$ cat src/rtl/mips_fetch_unit_pkg.sv
// Shared single-cycle MIPS definitions: opcode field encodings, fetch FSM states
// and the NOP instruction word.
package MIPS_SC_Definitions;

  typedef enum logic [5:0] {
    OP_RTYPE = 6'h00,
    OP_J     = 6'h02,
    OP_JAL   = 6'h03,
    OP_BEQ   = 6'h04,
    OP_BNE   = 6'h05,
    OP_ADDI  = 6'h08,
    OP_ADDIU = 6'h09,
    OP_SLTI  = 6'h0A,
    OP_ANDI  = 6'h0C,
    OP_ORI   = 6'h0D,
    OP_LUI   = 6'h0F,
    OP_LW    = 6'h23,
    OP_SW    = 6'h2B
  } opcode_t;

  typedef logic [1:0] fetch_state_t;
  localparam fetch_state_t IDLE  = 2'd0;
  localparam fetch_state_t FETCH = 2'd1;
  localparam fetch_state_t HOLD  = 2'd2;

  localparam logic [31:0] NOP = 32'h0000_0000;

endpackage

$ cat src/rtl/mips_fetch_unit_next_pc.sv
// Next-PC selection for the fetch stage: jump beats taken branch beats sequential.
module mips_next_pc
  import MIPS_SC_Definitions::*;
(
  input  logic [31:0] pc_plus4_i,
  input  logic [25:0] jindex_i,
  input  logic        jump_i,
  input  logic        branch_taken_i,
  input  logic [31:0] branch_target_i,
  output logic [31:0] next_pc_o
);

  logic [31:0] jump_pc;
  logic [31:0] branch_pc;

  // J-type target keeps the region bits of the delay-slot address.
  assign jump_pc   = {pc_plus4_i[31:28], jindex_i, 2'b00};
  assign branch_pc = branch_target_i & 32'hFFFF_FFFC;

  always_comb begin
    next_pc_o = pc_plus4_i;
    if (jump_i) begin
      next_pc_o = jump_pc;
    end else if (branch_taken_i) begin
      next_pc_o = branch_pc;
    end
  end

endmodule

$ cat src/rtl/mips_fetch_unit.sv
// Instruction fetch stage: PC register, imem request/valid handshake and a
// one-entry instruction holding register presented to decode.
module mips_fetch_unit
  import MIPS_SC_Definitions::*;
#(
  parameter logic [31:0] RESET_PC = 32'h0000_0000
) (
  input  logic        clk,
  input  logic        rst,
  output logic        imem_req,
  output logic [31:0] imem_addr,
  input  logic        imem_rvalid,
  input  logic [31:0] imem_rdata,
  output logic        instr_valid,
  input  logic        instr_ready,
  output logic [31:0] instr,
  output opcode_t     opcode,
  output logic [31:0] pc,
  output logic [31:0] pc_plus4,
  input  logic        branch_taken,
  input  logic [31:0] branch_target,
  input  logic        jump
);

  fetch_state_t state_q, state_d;
  logic [31:0]  pc_q, pc_d;
  logic [31:0]  instr_q, instr_d;
  logic [31:0]  pc_plus4_w;
  logic [31:0]  next_pc_w;

  assign pc_plus4_w = pc_q + 32'd4;

  mips_next_pc u_next_pc (
    .pc_plus4_i      (pc_plus4_w),
    .jindex_i        (instr_q[25:0]),
    .jump_i          (jump),
    .branch_taken_i  (branch_taken),
    .branch_target_i (branch_target),
    .next_pc_o       (next_pc_w)
  );

  always_comb begin
    state_d = state_q;
    pc_d    = pc_q;
    instr_d = instr_q;
    case (state_q)
      IDLE: state_d = FETCH;
      FETCH: begin
        if (imem_rvalid) begin
          instr_d = imem_rdata;
          state_d = HOLD;
        end
      end
      HOLD: begin
        // Redirect inputs only matter on the consume edge.
        if (instr_ready) begin
          pc_d    = next_pc_w;
          state_d = FETCH;
        end
      end
      default: state_d = IDLE;
    endcase
  end

  always_ff @(posedge clk) begin
    if (rst) begin
      state_q <= IDLE;
      pc_q    <= RESET_PC;
      instr_q <= NOP;
    end else begin
      state_q <= state_d;
      pc_q    <= pc_d;
      instr_q <= instr_d;
    end
  end

  assign imem_req    = (state_q == FETCH);
  assign imem_addr   = pc_q;
  assign instr_valid = (state_q == HOLD);
  assign instr       = instr_q;
  assign opcode      = opcode_t'(instr_q[31:26]);
  assign pc          = pc_q;
  assign pc_plus4    = pc_plus4_w;

endmodule
$ cat config.mk
export PLATFORM = sky130hd
export DESIGN_NAME = mips_fetch_unit
export DESIGN_NICKNAME = d
export VERILOG_FILES = /design/src/rtl/mips_fetch_unit_pkg.sv /design/src/rtl/mips_fetch_unit_next_pc.sv /design/src/rtl/mips_fetch_unit.sv
export SDC_FILE = /design/constraint.sdc
export NUM_CORES = 1
export LEC_CHECK = 0
export ABC_AREA = 1
export CELL_PAD_IN_SITES_DETAIL_PLACEMENT = 1
export CELL_PAD_IN_SITES_GLOBAL_PLACEMENT = 2
export CORE_MARGIN = 3
export CORE_UTILIZATION = 21
export CTS_BUF_LIST = sky130_fd_sc_hd__clkbuf_16
export DETAILED_ROUTE_END_ITERATION = 8
export PLACE_DENSITY = 0.87
export SYNTH_ARGS = -nofsm -noshare
export SYNTH_HDL_FRONTEND = slang
export SYNTH_SLANG_ARGS = --single-unit
$ cat constraint.sdc
create_clock -name clk -period 2.8 [get_ports clk]
set_input_delay 0.28 -clock clk [delete_from_list [all_inputs] [get_ports clk]]
set_output_delay 0.28 -clock clk [all_outputs]
set_load 0.005 [all_outputs]
Word level (Yosys, flattened, before mapping)
Cells that the tools add are included.
{"block": "totals", "register_bits": 66, "input_bits": 70, "output_inout_bits": 136, "word_cells": 17}
{"block": "classes", "add_sub_neg": 1, "eq_ne": 4, "mux": 5, "n_reduce_logical": 4}
{"op": "32-bit two-way mux", "n": 2}
{"op": "32-bit by 3-bit adder with 32-bit output (second input constant)", "n": 1}
{"op": "2-bit one-hot mux with 3 select lines", "n": 1}
{"op": "2-bit AND reduction", "n": 3}
{"op": "2-bit two-way mux", "n": 2}
{"op": "2-bit by 1-bit inequality test with 1-bit output (second input constant)", "n": 2}
{"op": "2-bit by 1-bit equality test with 1-bit output (second input constant)", "n": 1}
{"op": "2-bit equality test (second input constant)", "n": 1}
{"op": "2-bit logical NOT", "n": 1}

Logic depth before layout (Yosys ltp)
{"block": "depth", "word_depth": 3, "mapped_depth": 10, "depth_no_buf": 10}

By module
Synthesis repeated with hierarchy kept, for this count alone.
{"block": "hier_totals", "cells_unflattened": 636, "area_unflattened_um2": 4167.7}
{"module": "mips_fetch_unit", "instances": 1, "cells_each": 501, "area_each_um2": 3540.9, "seq_area_each_um2": 1321.3}
{"module": "mips_next_pc", "instances": 1, "cells_each": 135, "area_each_um2": 626.9, "seq_area_each_um2": 0.0}

Worst setup path before layout
Ideal clock, no wire load.
{"block": "synth_timing", "path_type": "flip-flop to output port", "from": "register pc_q[2], in the netlist imem_addr[2]", "to": "output port pc_plus4[26]", "arrival_time_ns": 1.330, "required_ns": 2.520, "path_slack_ns": 1.190, "stages_incl_launch_ff": 8, "path_buffers": 0, "cell_sequence": "dfxtp_1 ha_1 nand2_1 nor2_4 nand2_4 nor2_4 nand3_1 and2_1"}
{"block": "synth_via", "elab_chain_cells": 1}
{"item": "start, declared", "line": "mips_fetch_unit.sv:26", "text": "logic [31:0] pc_q, pc_d;"}
{"item": "start signal, assigned", "line": "mips_fetch_unit.sv:72", "text": "pc_q <= pc_d;"}
{"item": "32-bit by 3-bit adder with 32-bit output", "line": "mips_fetch_unit.sv:31", "text": "assign pc_plus4_w = pc_q + 32'd4;"}
{"item": "end, declared", "line": "mips_fetch_unit.sv:19", "text": "output logic [31:0] pc_plus4,"}
Every way passes these cells.

Worst setup path after layout
Same ends and word-level chain as after synthesis.

==> results.md <==
* Number of endpoints failing setup at the final stage at 0
* Nets at slightly below 800
* Final global-route overflow total at 0
* #FFs+latches synth at 64
* Die Outline Area at 0.0201 mm^2
* Core box area at 0.0180 mm^2
* Buffers & Inverters on Critical Path at 1
* CTS tree: yes
* Global-route wire length before repair at about 25000 um
* Synth-to-layout area growth at 59.3%
* Cell chain of the critical path: ha_1 -> nand2_1 -> nor2_4 -> nand2_4 -> nor2_4 -> nand2_1 -> nand2_1 -> and2_1 -> clkdlybuf4s50_1
* First-pass iteration count of the detailed router at 4
* Number of cells on the worst reg-to-reg path at 5
* Average wire length per cell after detail routing at approximately 17 um
* WP depth at 9
* Via/cell ratio at 4.50
* Final weighted congestion in routability-driven placement at ~0.81
* Ant diodes at 0
* Delay of the slowest cell on the worst path at 0.49 ns
* Register-to-register path setup slack at 0.89 ns
* Via count at 4259
* Largest net degree at the start of global routing at 36
* Launching element type of the critical path: register
* Cell at the root of the clock tree: sky130_fd_sc_hd__clkbuf_16
* Fraction of final layout cells with drive strength greater than 1 at 8.51%
* Height of the chip at approximately 140 um
* Multi-input gate area in the final layout at 0.00208 mm^2
* Path type of the worst min-delay path: reg2reg
* Run status: finished, final reports clean
* Minimum hold slack at 0.482 ns
* Biggest fanout along the worst timing path at 5
* Endpoint of the worst setup timing path: pc_plus4[26]
* Synth unique cells at 28
* Kind of cell adding the most delay to the critical path: simple AND/OR/NAND/NOR gates
* Clock transition at path regs at 0.06 ns
* Global-route usage over all layers at between 10% and 20%
* Number of warnings printed during yosys synthesis at 0
* Maximum clock frequency at 380 MHz
* Total wire length at 16500 um
* Violation count after the first detailed-route iteration at 164
* Die boundary width at 142 um
* Worst clock skew on the final layout at roughly 0.006 ns
* # clock sinks at 64
* Filler-free cell count of the finished design at 946
* Cell with the biggest individual delay on the critical path: sky130_fd_sc_hd__clkdlybuf4s50_1
* Unrepaired setup endpoints after global routing: false
* Launching instance or port of the critical path: imem_addr[2]$_SDFFE_PP0P_
* Period Utilization, post-route at around 94%
* Proportion of netlist area held by the largest area contributor at ~33%
* Number of primary I/O pins at about 200
* Post-Syn Area at slightly below 0.004 mm^2
* I/O Buffers at a little under 200
* Number of antenna violations at the first check in global routing at 0
* Sum of net half-perimeters after detailed placement at 12800 um
* Launch point of the worst reg-to-reg path: state_q[1]$_SDFFE_PP0P_
* End of the worst register-to-register path: imem_addr[23]$_SDFFE_PP0P_
* Max capacitance violation total at 0
* Worst Path Class, Setup: reg2out
* Leakage at 2.20 nW
* Clock buffer count from CTS at 9
* Mean cell area of the mapped netlist at between 6 and 7 um^2
* Final WS setup at around 0.17 ns
* Number of hold violations in the final report at 0
* Remaining routing DRC violations at 0
* Number of global-route vias before repair at 4262
* Worst-Margin Slew at 0.750 ns
* Crit path arrival time at 2.35 ns
* Crit path top cell by count: sky130_fd_sc_hd__nand2_1
* FF/Latch Area at about 0.0013 mm^2
* Largest cells by area after synthesis: sky130_fd_sc_hd__dfxtp_1 (33%), sky130_fd_sc_hd__nand2_1 (14%), sky130_fd_sc_hd__a21oi_1 (8.7%)
* Tmin final at 2.63 ns
* Routed Antenna Nets at 0
* Fill count at roughly 2200
* Slew Limit Headroom at approximately 50%
* Setup TNS at 0 ns
* Ratio of total power to cell area at 440 mW/mm^2
* Deepest clock path buffer count at 2
* Starting density of the core at 21.5%
* Final Max Tran Viols at 0
* Number of cells produced by synthesis at approximately 560
* Capturing element type of the critical path: primary output
* Row Count at 49
* Cell count after placement at slightly above 900
* Worst-Skew Late Latency at 0.34 ns
* Largest area contributor in the synthesized netlist: sky130_fd_sc_hd__dfxtp_1
* Placement Setup Slack at 0.487 ns
* Critical Path RT at 2.52 ns
* Max IR drop VDD at 0.265 mV
* Sequential-to-total area share from yosys stat at ~33%
* Clock H-tree levels at 3
[cell families (layout without fill, tap and decap cells)]
family                     after synthesis  count (layout)  synth area share, %
xor gates and xnor gates                15              15                 4.75
DFF                                     64              64                 33.1
other                                    1               6               0.0968
and+or+nand+nor                        255             255                 29.9
adders and majority gates                1               1                0.323
AOI/OAI and AO/OA                      123             123                 17.9
buffers and inverters                   98             253                 14.0
[how the worst min path moves through the flow]
| stage | endpoint | slack [ns] | from | cells past startpoint |
|---|---|---|---|---|
| final | instr[12]$_SDFFE_PP0P_ | 0.48 | instr[12]$_SDFFE_PP0P_ | 2 |
| after global routing | instr[10]$_SDFFE_PP0P_ | 0.50 | instr[10]$_SDFFE_PP0P_ | 2 |
| after CTS | instr[10]$_SDFFE_PP0P_ | 0.49 | instr[10]$_SDFFE_PP0P_ | 2 |
| after detailed placement | instr[30]$_SDFFE_PP0P_ | 0.47 | instr[30]$_SDFFE_PP0P_ | 2 |
| after global placement | instr[10]$_SDFFE_PP0P_ | 0.47 | instr[10]$_SDFFE_PP0P_ | 2 |
| after floorplan | imem_addr[10]$_SDFFE_PP0P_ | 0.44 | branch_target[10] | 2 |
[layer usage]
layer | share of wire, % | global-route usage, % | vias to the layer above
met5 | 0 | 0 | -
met4 | 1.3 | 4.49 | 0
met3 | 5.4 | 3.91 | 13
met2 | 47 | 25.9 | 130
met1 | 46 | 21.4 | 2005
li1 | - | - | 2111
[power breakdown]
group          leakage [nW]  total (W)  switching (W)  internal [W]
registers             0.520   0.000994      0.0000467      0.000948
logic                  1.51   0.000416       0.000177      0.000239
clock network         0.167    0.00130       0.000440      0.000863
[synthesized netlist by cell type (all sizes together)]
master,number
a211oi,1
a21oi,67
a221oi,17
a31oi,6
and2,5
buf,50
clkbuf,22
conb,1
dfxtp,64
ha,1
inv,26
nand2,155
nand3,40
nand3b,7
nor2,46
nor3,2
o211ai,1
o21a,1
o21ai,30
xnor2,6
xor2,9
[flip-flops by register name, indices dropped and copies added (netlist names)]
register	count
imem_addr	30
instr	32
state_q	2
[area by class of cell]
class	instances	share of cell area (%)
Multi-Input combinational cell	400	33.7
Tap cell	229	4.65
Clock buffer	9	3.65
Sequential cell	64	20.8
Clock inverter	7	1.81
Inverter	26	1.58
Timing Repair Buffer	211	33.9
[repair_timing]
item | CTS | global route
setup endpoints to repair | 0 | 2
resized for setup | 0 | 1
hold buffers | 0 | 0
setup buffers | 0 | 0
[tightest hold or removal path: stages (launching register included)]
cell                      delay (ns)
sky130_fd_sc_hd__dfxtp_1        0.32
sky130_fd_sc_hd__nand2_1        0.07
sky130_fd_sc_hd__a21oi_1        0.05
[metrics by stage]
| step | total power, W | area, um^2 | utilization [%] |
|---|---|---|---|
| after floorplan | 0.00117 | 3890 | - |
| after global placement | 0.00143 | 5820 | 32.3 |
| after detailed placement | 0.00143 | 5820 | 32.3 |
| after CTS | 0.00275 | 6160 | 34.2 |
| after global routing | 0.00283 | 6170 | 34.2 |
| final | 0.00271 | 6170 | 34.2 |
[layout by cell type (no fill, tap or decap)]
cell type                         count
sky130_fd_sc_hd__clkinvlp_4           1
sky130_fd_sc_hd__o211ai_1             1
sky130_fd_sc_hd__xnor2_1              5
sky130_fd_sc_hd__dfxtp_1             64
sky130_fd_sc_hd__nand2_1            148
sky130_fd_sc_hd__nor2_2               8
sky130_fd_sc_hd__xor2_2               7
sky130_fd_sc_hd__nor2_1              30
sky130_fd_sc_hd__nand2_4              2
sky130_fd_sc_hd__nor3_1               2
sky130_fd_sc_hd__conb_1               6
sky130_fd_sc_hd__ha_1                 1
sky130_fd_sc_hd__a21oi_1             67
sky130_fd_sc_hd__and2_1               5
sky130_fd_sc_hd__clkdlybuf4s50_1    197
sky130_fd_sc_hd__nor2_4               8
sky130_fd_sc_hd__nand2_2              5
sky130_fd_sc_hd__nand3b_1             7
sky130_fd_sc_hd__clkbuf_16            9
sky130_fd_sc_hd__xor2_1               2
sky130_fd_sc_hd__o21a_1               1
sky130_fd_sc_hd__a31oi_1              6
sky130_fd_sc_hd__a211oi_1             1
sky130_fd_sc_hd__clkinv_2             2
sky130_fd_sc_hd__o21ai_0             30
sky130_fd_sc_hd__xnor2_2              1
sky130_fd_sc_hd__nand3_1             40
sky130_fd_sc_hd__buf_4               13
sky130_fd_sc_hd__inv_2                1
sky130_fd_sc_hd__buf_12               1
sky130_fd_sc_hd__a221oi_1            17
sky130_fd_sc_hd__bufinv_16            3
sky130_fd_sc_hd__inv_1               26
Power figures use the tool's default switching activity.
